`config.mk`:
```
export PLATFORM = sky130hd
export DESIGN_NAME = traffic_timer
export DESIGN_NICKNAME = d
export VERILOG_FILES = /design/src/rtl/traffic_timer.sv
export SDC_FILE = /design/constraint.sdc
export NUM_CORES = 1
export LEC_CHECK = 0
export BUFFER_PORTS_ARGS = -buffer_cell sky130_fd_sc_hd__buf_2
export CAP_MARGIN = 25
export CORE_UTILIZATION = 60
export CTS_CLUSTER_SIZE = 28
export DETAILED_ROUTE_END_ITERATION = 10
export GPL_ROUTABILITY_DRIVEN = 1
export PLACE_DENSITY = 0.81
export SETUP_SLACK_MARGIN = 0.1
export SLEW_MARGIN = 20
export SYNTH_ARGS = -nofsm -noshare
export SYNTH_HDL_FRONTEND = slang
export SYNTH_SLANG_ARGS = --single-unit
```
`constraint.sdc`:
```
create_clock -name CLK -period 3.45 [get_ports CLK]
set_clock_uncertainty 0.05 [all_clocks]
set_input_delay 0.5175 -clock CLK [delete_from_list [all_inputs] [get_ports CLK]]
set_output_delay 0.5175 -clock CLK [all_outputs]
set_load 0.02 [all_outputs]
```
`src/rtl/traffic_timer.sv`:
```
//-----------------------------------------------------------------------------
// traffic_timer : prescaled timebase issuing short/long terminal-count pulses
//                 to the traffic-light controller.
// Optional build macro: TRAFFIC_TIMER_FAST_SIM_EN (prescaler removed).
// Revision: 1.0 - initial release
//-----------------------------------------------------------------------------
`default_nettype none

module traffic_timer #(
   parameter int PRESCALE = 1,
   parameter int N_SHORT  = 2,
   parameter int N_LONG   = 10,
   parameter int CW       = 4
) (
   input  logic          CLK,
   input  logic          RST,
   input  logic          RST_Q,
   input  logic          EN,
   output logic          TICK,
   output logic          TC_2,
   output logic          TC_10,
   output logic [CW-1:0] CNT_10
);

   localparam int SW = $clog2(N_SHORT);
   localparam logic [SW-1:0] SHORT_MAX = SW'(N_SHORT - 1);
   localparam logic [CW-1:0] LONG_MAX  = CW'(N_LONG - 1);

   generate
      if (PRESCALE < 1 || PRESCALE > 65535) begin : g_chk_prescale
         $error("traffic_timer: PRESCALE out of range 1..65535");
      end
      if (N_SHORT < 2) begin : g_chk_short
         $error("traffic_timer: N_SHORT must be >= 2");
      end
      if (N_LONG < 2 || N_LONG > (1 << CW)) begin : g_chk_long
         $error("traffic_timer: N_LONG must be in 2..2^CW");
      end
   endgenerate

   logic [SW-1:0] short_cnt;
   logic [CW-1:0] long_cnt;
   logic          tick_int;

`ifdef TRAFFIC_TIMER_FAST_SIM_EN
   assign tick_int = EN;
`else
   localparam logic [15:0] PRE_MAX = 16'(PRESCALE - 1);
   logic [15:0] pre_cnt;
   assign tick_int = EN && (pre_cnt == PRE_MAX);
`endif

   always_ff @(posedge CLK) begin
      if (RST || RST_Q) begin
`ifndef TRAFFIC_TIMER_FAST_SIM_EN
         pre_cnt <= '0;
`endif
         short_cnt <= '0;
         long_cnt  <= '0;
         TICK      <= 1'b0;
         TC_2      <= 1'b0;
         TC_10     <= 1'b0;
      end else if (!EN) begin
         // Freeze: counts hold, but pulses never stretch across it.
         TICK  <= 1'b0;
         TC_2  <= 1'b0;
         TC_10 <= 1'b0;
      end else begin
`ifndef TRAFFIC_TIMER_FAST_SIM_EN
         pre_cnt <= (pre_cnt == PRE_MAX) ? '0 : pre_cnt + 16'd1;
`endif
         TICK <= tick_int;
         if (tick_int) begin
            if (short_cnt < SHORT_MAX) begin
               short_cnt <= short_cnt + 1'b1;
               TC_2      <= 1'b0;
            end else begin
               short_cnt <= '0;
               TC_2      <= 1'b1;
            end
            if (long_cnt < LONG_MAX) begin
               long_cnt <= long_cnt + 1'b1;
               TC_10    <= 1'b0;
            end else begin
               long_cnt <= '0;
               TC_10    <= 1'b1;
            end
         end else begin
            TC_2  <= 1'b0;
            TC_10 <= 1'b0;
         end
      end
   end

   assign CNT_10 = long_cnt;

endmodule

`default_nettype wire

```
==> results of run 1 <==
-- logic make-up (layout without fill, tap and decap cells) --
logic type | Yosys count | after routing | share of synthesized area
AND/OR/NAND/NOR | 61 | 61 | 0.297
flip-flops | 24 | 24 | 0.431
XOR/XNOR | 14 | 14 | 0.110
buffers and inverters | 13 | 22 | 0.0505
AO/OA/AOI/OAI | 10 | 10 | 0.0572
adder cells (fa/ha/maj) | 4 | 4 | 0.0449
multiplexers | 1 | 1 | 0.00898
-- critical path, stage by stage, from the launching register on --
cell and delay [ns]:
dfxtp_1 0.39, inv_1 0.08, ha_1 0.14, nor4b_1 0.22, nand4_1 0.44, or4b_1 0.64
a31oi_1 0.16
-- report_power, final --
part | internal [mW] | switching (mW) | leakage (nW) | total (mW)
sequential | 0.280 | 0.00231 | 0.194 | 0.282
clock | 0.0405 | 0.0718 | 0.0138 | 0.112
combinational | 0.00821 | 0.0142 | 0.198 | 0.0224
total | 0.328 | 0.0883 | 0.406 | 0.417
-- stage by stage --
stage | utilization | cells
finish | 0.693 | 161
global route | 0.693 | 161
CTS | 0.693 | 161
detailed placement | 0.680 | 158
global placement | 0.680 | 158
floorplan | - | 127
-- routing by layer --
| layer | global-route usage | share of wire | up-vias |
|---|---|---|---|
| met2 | 0.322 | 0.46 | 24 |
| li1 | - | - | 449 |
| met1 | 0.317 | 0.50 | 394 |
| met5 | 0 | 0 | - |
| met4 | 0.0727 | 0.0099 | 0 |
| met3 | 0.0360 | 0.036 | 2 |
-- flip-flops by register name, indices dropped and copies added (netlist names) --
register   count
short_cnt      1
CNT_10         4
TC_2           1
pre_cnt       16
TC_10          1
TICK           1
-- layout make-up --
type | count | area share
multi-input combinational | 90 | 0.483
tap | 25 | 0.0262
timing repair buffer | 10 | 0.0418
sequential | 24 | 0.402
clock buffer | 3 | 0.0188
inverter | 9 | 0.0282
-- layout by cell type (no fill, tap or decap), drive strengths merged, types with 2 or more instances in the layout --
cell    instances
ha              4
nand2          10
xnor2          10
or3             3
nor4            6
nand3           4
nand4           4
nor2           20
o21ai           2
or2             2
nor4b           2
dfxtp          24
nor3            4
a21oi           4
clkbuf          3
inv             9
xor2            4
buf            10
nand3b          2
-- worst min path at each step --
stage,end,cells past startpoint,startpoint
after floorplan,TC_2$_SDFF_PP0_,1,short_cnt$_SDFFE_PP0P_
after global placement,TC_2$_SDFF_PP0_,1,short_cnt$_SDFFE_PP0P_
final,CNT_10[3]$_SDFFE_PP0P_,3,RST
after detailed placement,TC_2$_SDFF_PP0_,1,short_cnt$_SDFFE_PP0P_
after global routing,CNT_10[3]$_SDFFE_PP0P_,3,RST
after CTS,CNT_10[3]$_SDFFE_PP0P_,3,RST
==> qor.yml, run 1 <==
status: "completed"
syn_area_mm2: 0.00111
post_dp_cell_area_mm2: 0.00117
cts_buffer_depth: 2
drt.antenna.violating_nets: 0
nFillCells: 146
yosys.area.top_type: "dfxtp_1"
antenna_found_initial: 0
final-hold-violation-count: 0
drc: 0
crit_fanout: 13
ctsHoldBuffers: 0
cp-startpoint: "pre_cnt[0]$_SDFFE_PP0P_"
num_antenna_cells: 0
yosys_warnings: 0
ioPinCount: 11
num_vias: 869
clock_sinks: 24
clk-insertion-delay-late_ns: 0.29
setup_slack_ns: 1.26
track_usage: 0.217
ys_seq_elements: 24
grt_pass1_vias: 717
cts_buffers: 3
wire_per_inst_um: 11.9
worstSetupStartpointType: "flop"
syn_avg_cell_area_um2: 8.78
crit_path_end: "CNT_10[2]$_SDFFE_PP0P_"
seq_area_um2: 480
finalSetupTns_ns: 0
die_area_mm2: 0.00203
cap_violations: 0
wl_um: 1910
ctsResizeCount: 0
initial_core_util: 0.646
synthToLayoutAreaGrowth_pct: 7.30
synth-edff-count: 0
layout-drive-gt1-share: 0.125
h-tree-depth: 1
place.detailed.hpwl_um: 1370
max_freq_ghz: 0.457
grt_max_degree: 17
r2r_cells: 6
worstSetupPathType: "flop to flop"
place_ws_ns: 1.10
multiInputGateArea_um2: 578
cp_data_arrival_time_ns: 2.36
port_buffers: 10
synth_common_cells: "dfxtp_1, nor2_1, nand2_1, xnor2_1, inv_1"
vdd_drop_max_uv: 233
syn_nets: 135
leakagePower_nw: 0.406
worst_slew_pin_slew_ns: 0.532
grt_pass1_wl_um: 3240
netlist_instances: 127
hp-class: "input pin to flop"
clkTransAtPathRegs_ns: 0.11
power_density_mw_per_mm2: 348
fp.coreArea_mm2: 0.00173
required_ns: 3.63
finalCriticalPeriod_ns: 2.19
rsz0062_at_grt: "no"
setup_viol: 0
die_w_um: 45.1
seq_area_frac_synth: 0.431
nets: 146
slew_viol_final: 0
total_power_mw: 0.417
dr.pass1.iters: 4
globalRouteOverflowTotal: 0
first_iter_violations: 19
yosys-top-cells-area: "dfxtp_1, xnor2_1, nor2_1"
ys_types: 32
finalInstanceArea_mm2: 0.00120
post_cts_buffers: 0
num_rows: 15
end_kind: "flop"
reg2reg_from: "pre_cnt[0]$_SDFFE_PP0P_"
holdWs_ns: 0.445
place_congestion: 0.820
synth_most_common_cell: "dfxtp_1"
synth-main-ff-cell: "dfxtp_1"
maxSlewHeadroom: 0.645
viasPerCell: 5.40
synth_top_area_share: 0.431
synthArstFlopShare: 0
fp.dieH_um: 45.1
reg2reg_to: "CNT_10[2]$_SDFFE_PP0P_"
cts_tree: "built"
rrSetupSlack_ns: 1.26
cts-root-buf: "clkbuf_4"
final.period_utilization: 0.634
No activity file was read; power rests on OpenSTA's default activity.
==> run 2, diff against run 1 <==
- CORE_UTILIZATION: 60 -> 51
- PLACE_DENSITY: 0.81 -> 0.73
- clock period: 3.45 -> 1.8 ns (I/O delays scaled with it)
==> run 2 against run 1 <==
- non-clock buffer count grew 11
- critical path depth down 2
- sequential power up 91%
- largest power group unchanged
- highest routed layer unchanged
==> qor.yml, run 2 (synthesized netlist as in run 1, its figures left out) <==
final-hold-violation-count: 0
place_ws_ns: -0.0367
final_cell_count_no_fill: 175
fp.dieH_um: 48.8
cp_data_arrival_time_ns: 1.92
final_core_util: 0.688
seq_area_um2: 489
rsz0062_at_grt: "yes"
cap_violations: 0
synthToLayoutAreaGrowth_pct: 23.6
clkTransAtPathRegs_ns: 0.12
worstPathCellList: "nor4b_1 -> nand4_1 -> or4b_1 -> a31oi_1"
reg2reg_from: "pre_cnt[8]$_SDFFE_PP0P_"
end_kind: "flop"
worst_slew_pin_slew_ns: 0.313
grt_pass1_wl_um: 3910
switching_share: 0.223
regMostFlops: "pre_cnt"
hold_end: "CNT_10[3]$_SDFFE_PP0P_"
multiInputGateArea_um2: 636
viasPerCell: 5.45
holdWs_ns: 0.175
path_buf_inv: 0
status: "completed"
num_rows: 16
p_int_mw: 0.688
final_cell_mix: "nor2_1, dfxtp_1, nand2_1, xnor2_1, buf_2"
clk-insertion-delay-late_ns: 0.32
track_usage: 0.213
reg2reg_to: "CNT_10[2]$_SDFFE_PP0P_"
critPathSlowestCell: "or4b_1"
nFillCells: 160
ioPinCount: 11
place.detailed.hpwl_um: 1580
p_seq_frac: 0.609
globalRouteOverflowTotal: 0
largest_reg_flops: 16
initial_core_util: 0.557
die_area_mm2: 0.00238
r2r_cells: 4
nets: 157
cts_tree: "built"
post_dp_cell_area_mm2: 0.00125
final_common_cell: "nor2_1"
cts_buffer_depth: 2
ctsHoldBuffers: 0
drc: 0
slew_viol_final: 0
final.period_utilization: 0.953
dp_cells: 168
leakagePower_nw: 0.498
maxSlewHeadroom: 0.789
hold_start: "RST"
clockPowerShare: 0.320
hold_depth: 3
port_buffers: 10
rrSetupSlack_ns: 0.08
wl_um: 2400
slowest_delay_ns: 0.54
wire_per_inst_um: 13.7
crit_fanout: 4
switchingPower_mw: 0.197
h-tree-depth: 1
die_w_um: 48.8
worstSetupStartpointType: "flop"
clock_sinks: 24
num_antenna_cells: 0
finalCriticalPeriod_ns: 1.72
vdd_drop_max_uv: 569
p_comb_frac: 0.072
antenna_found_initial: 0
dr.pass1.iters: 4
setup_slack_ns: 0.0841
crit_family: "simple AND/OR/NAND/NOR gates"
first_iter_violations: 17
max_freq_ghz: 0.583
cts_buffers: 3
grt_pass1_vias: 954
hp-class: "input pin to flop"
drt.antenna.violating_nets: 0
place_congestion: 0.782
num_vias: 953
layout-drive-gt1-share: 0.297
power_density_mw_per_mm2: 642
grt_max_degree: 17
worstSetupPathType: "flop to flop"
setup_viol: 0
required_ns: 2.00
fp.coreArea_mm2: 0.00200
finalInstanceArea_mm2: 0.00138
cts-root-buf: "clkbuf_4"
## run 2: changes by cell type in the layout (fill, tap and decap cells not counted), moves of 2 or more
cell / before / now
nor4_2: 0 / 2
dfxtp_1: 24 / 19
buf_4: 0 / 9
inv_2: 0 / 2
dfxtp_2: 0 / 4
nor4_1: 6 / 4
inv_1: 9 / 7
## run 2: area by class of cell
cell class	count	share of cell area
tap	27	0.0245
inverter	9	0.0245
multi-input combinational	90	0.461
clock buffer	4	0.0263
timing repair buffer	21	0.108
sequential	24	0.355
## run 2: timing repair
| item | 4_1_cts | 5_1_grt |
|---|---|---|
| setup buffers | 1 | 2 |
| pin swaps | 0 | 4 |
| endpoints found under the setup margin | 18 | 4 |
| resized for setup | 7 | 12 |
## run 2: worst max-delay path by stage
stage | slack, ns | from | depth (start not counted) | to
3_3_place_gp | 0.11 | pre_cnt[0]$_SDFFE_PP0P_ | 7 | CNT_10[1]$_SDFFE_PP0P_
3_5_place_dp | -0.04 | pre_cnt[0]$_SDFFE_PP0P_ | 6 | CNT_10[2]$_SDFFE_PP0P_
6_report | 0.08 | pre_cnt[8]$_SDFFE_PP0P_ | 4 | CNT_10[2]$_SDFFE_PP0P_
5_1_grt | -0.1 | pre_cnt[8]$_SDFFE_PP0P_ | 4 | CNT_10[2]$_SDFFE_PP0P_
2_1_floorplan | 0.12 | pre_cnt[0]$_SDFFE_PP0P_ | 6 | CNT_10[2]$_SDFFE_PP0P_
4_1_cts | 0.1 | pre_cnt[0]$_SDFFE_PP0P_ | 6 | CNT_10[2]$_SDFFE_PP0P_
## run 2: worst register-to-register path, stage by stage (launching register included)
cell and delay, ns:
dfxtp_1 0.37, nor4b_1 0.36, nand4_1 0.18, or4b_1 0.54, a31oi_1 0.15
## run 2: power by group through the flow
stage / clock network (mW) / logic [mW] / registers [mW]
detailed placement: 0 / 0.0505 / 0.552
finish: 0.283 / 0.0633 / 0.539
CTS: 0.293 / 0.0537 / 0.539
floorplan: 0 / 0.0316 / 0.555
global placement: 0 / 0.0487 / 0.552
global route: 0.317 / 0.0678 / 0.540
## run 2: metrics by stage
| step | total power [mW] | setup TNS [ns] |
|---|---|---|
| finish | 0.885 | 0 |
| global route | 0.925 | -0.111 |
| CTS | 0.885 | 0 |
| detailed placement | 0.603 | -0.0571 |
| global placement | 0.600 | 0 |
| floorplan | 0.586 | 0 |
## run 2: metal layers
layer | wire length, um | vias to the layer above | track usage
li1 | - | 476 | -
met1 | 1040 | 458 | 0.246
met2 | 1250 | 15 | 0.377
met3 | 82 | 4 | 0.0660
met4 | 30 | 0 | 0.0588
met5 | 0 | - | 0
==> run 3, diff against run 2 <==
- CORE_UTILIZATION: 51 -> 56
- PLACE_DENSITY: 0.73 -> 0.76
- SLEW_MARGIN: 20 -> unset
- clock period: 1.8 -> 1.85 ns (I/O delays scaled with it)
==> run 3 against run 2 <==
- combinational power down 14%
- register-to-register slack about the same
- critical path depth up 3
- clock power up 31%
- sequential share of layout area up 1.1 points
- sequential power down 3%
- power up 7.2%
- final cell count down 1.7%
- first-iteration DRC count up 100%
- critical path type unchanged
- largest cell class unchanged
- highest routed layer unchanged
==> qor.yml, run 3 (synthesized netlist as in run 1, its figures left out) <==
status: "completed"
die_w_um: 46.6
largest_reg_flops: 16
worst_slew_pin_slew_ns: 0.296
vdd_drop_max_uv: 408
grt_pass1_wl_um: 3480
h-tree-depth: 1
post_dp_cell_area_mm2: 0.00123
clock_sinks: 24
nFillCells: 162
num_vias: 941
cts_buffers: 3
final_cell_count_no_fill: 172
globalRouteOverflowTotal: 0
num_antenna_cells: 0
maxSlewHeadroom: 0.800
slew_viol_final: 0
dp_cells: 165
r2r_cells: 7
cp_data_arrival_time_ns: 1.96
finalInstanceArea_mm2: 0.00133
p_int_mw: 0.763
cts_buffer_depth: 2
grt_pass1_vias: 805
wl_um: 2220
track_usage: 0.219
p_seq_frac: 0.552
place_ws_ns: 0.110
num_rows: 15
multiInputGateArea_um2: 594
clk-insertion-delay-late_ns: 0.31
dr.pass1.iters: 4
required_ns: 2.05
fp.dieH_um: 46.6
seq_area_um2: 485
finalSetupTns_ns: 0
nets: 156
place.detailed.hpwl_um: 1520
switching_share: 0.195
power_density_mw_per_mm2: 715
final-hold-violation-count: 0
first_iter_violations: 34
port_buffers: 10
ctsHoldBuffers: 0
leakagePower_nw: 0.473
final_cell_mix: "dfxtp_1, nor2_1, nand2_1, xnor2_1, buf_2"
cts_tree: "built"
worstSetupStartpointType: "flop"
initial_core_util: 0.619
layout-drive-gt1-share: 0.224
clkTransAtPathRegs_ns: 0.13
p_comb_frac: 0.057
synthToLayoutAreaGrowth_pct: 19.0
worstSetupPathType: "flop to flop"
die_area_mm2: 0.00217
finalCriticalPeriod_ns: 1.75
max_freq_ghz: 0.570
regMostFlops: "pre_cnt"
place_congestion: 0.793
drt.antenna.violating_nets: 0
cts-root-buf: "clkbuf_4"
clockPowerShare: 0.390
hold_depth: 3
cap_violations: 0
final.period_utilization: 0.948
fp.coreArea_mm2: 0.00180
end_kind: "flop"
rsz0062_at_grt: "no"
antenna_found_initial: 0
ioPinCount: 11
hp-class: "input pin to flop"
grt_max_degree: 17
switchingPower_mw: 0.185
final_common_cell: "dfxtp_1"
drc: 0
wire_per_inst_um: 12.9
setup_slack_ns: 0.0954
viasPerCell: 5.47
setup_viol: 0
crit_fanout: 8
[run 3: cell types whose count changed in the layout (fill, tap and decap cells not counted), moves of 2 or more]
cell and change:
dfxtp_1 +3, dfxtp_2 -3, inv_1 +2, inv_2 -2
[run 3: critical path, stage by stage, from the launching register on]
cell     delay [ns]
dfxtp_4        0.38
inv_1          0.05
ha_1           0.13
nor4b_2        0.21
nand4_1        0.17
buf_6          0.18
or3b_1         0.38
a21oi_2        0.16
[run 3: cell type report]
| cell class | count | area share |
|---|---|---|
| timing repair buffer | 20 | 0.0972 |
| tap | 25 | 0.0236 |
| clock buffer | 3 | 0.0170 |
| sequential | 24 | 0.366 |
| clock inverter | 1 | 0.0226 |
| multi-input combinational | 90 | 0.448 |
| inverter | 9 | 0.0255 |
[run 3: per-layer routing]
layer  wire, um  track usage  up-vias  share of wire
li1           -            -      472              -
met1       1050        0.318      445           0.47
met2       1080        0.344       22           0.48
met3         77       0.0235        2          0.035
met4         15       0.0514        0         0.0068
met5          0            0        -              0
[run 3: power by group through the flow]
stage | clock [mW] | sequential (mW) | combinational (mW)
after floorplan | 0 | 0.540 | 0.0307
after global placement | 0 | 0.536 | 0.0459
after detailed placement | 0 | 0.537 | 0.0475
after CTS | 0.379 | 0.525 | 0.0476
after global routing | 0.393 | 0.525 | 0.0608
final | 0.370 | 0.524 | 0.0545
[run 3: per-stage QoR]
step                      hold WS [ns]  power, mW   util
after floorplan                  0.400      0.571      -
after global placement           0.421      0.582  0.681
after detailed placement         0.431      0.584  0.681
after CTS                        0.177      0.952  0.710
after global routing             0.197      0.979  0.736
final                            0.184      0.948  0.736
[run 3: final timing paths]
kind / slack (ns) / from / end
setup / recovery: 0.1 / pre_cnt[1]$_SDFFE_PP0P_ / CNT_10[1]$_SDFFE_PP0P_
setup reg to reg: 0.1 / pre_cnt[1]$_SDFFE_PP0P_ / CNT_10[1]$_SDFFE_PP0P_
hold / removal: 0.18 / RST / CNT_10[3]$_SDFFE_PP0P_
hold reg to reg: 0.45 / short_cnt$_SDFFE_PP0P_ / TC_2$_SDFF_PP0_
[run 3: what timing repair did]
item                                    in CTS  in global routing
endpoints found under the setup margin       3                  4
cloned                                       0                  0
resized for setup                            1                  6
buffers inserted                             0                  3
pin swaps                                    0                  2
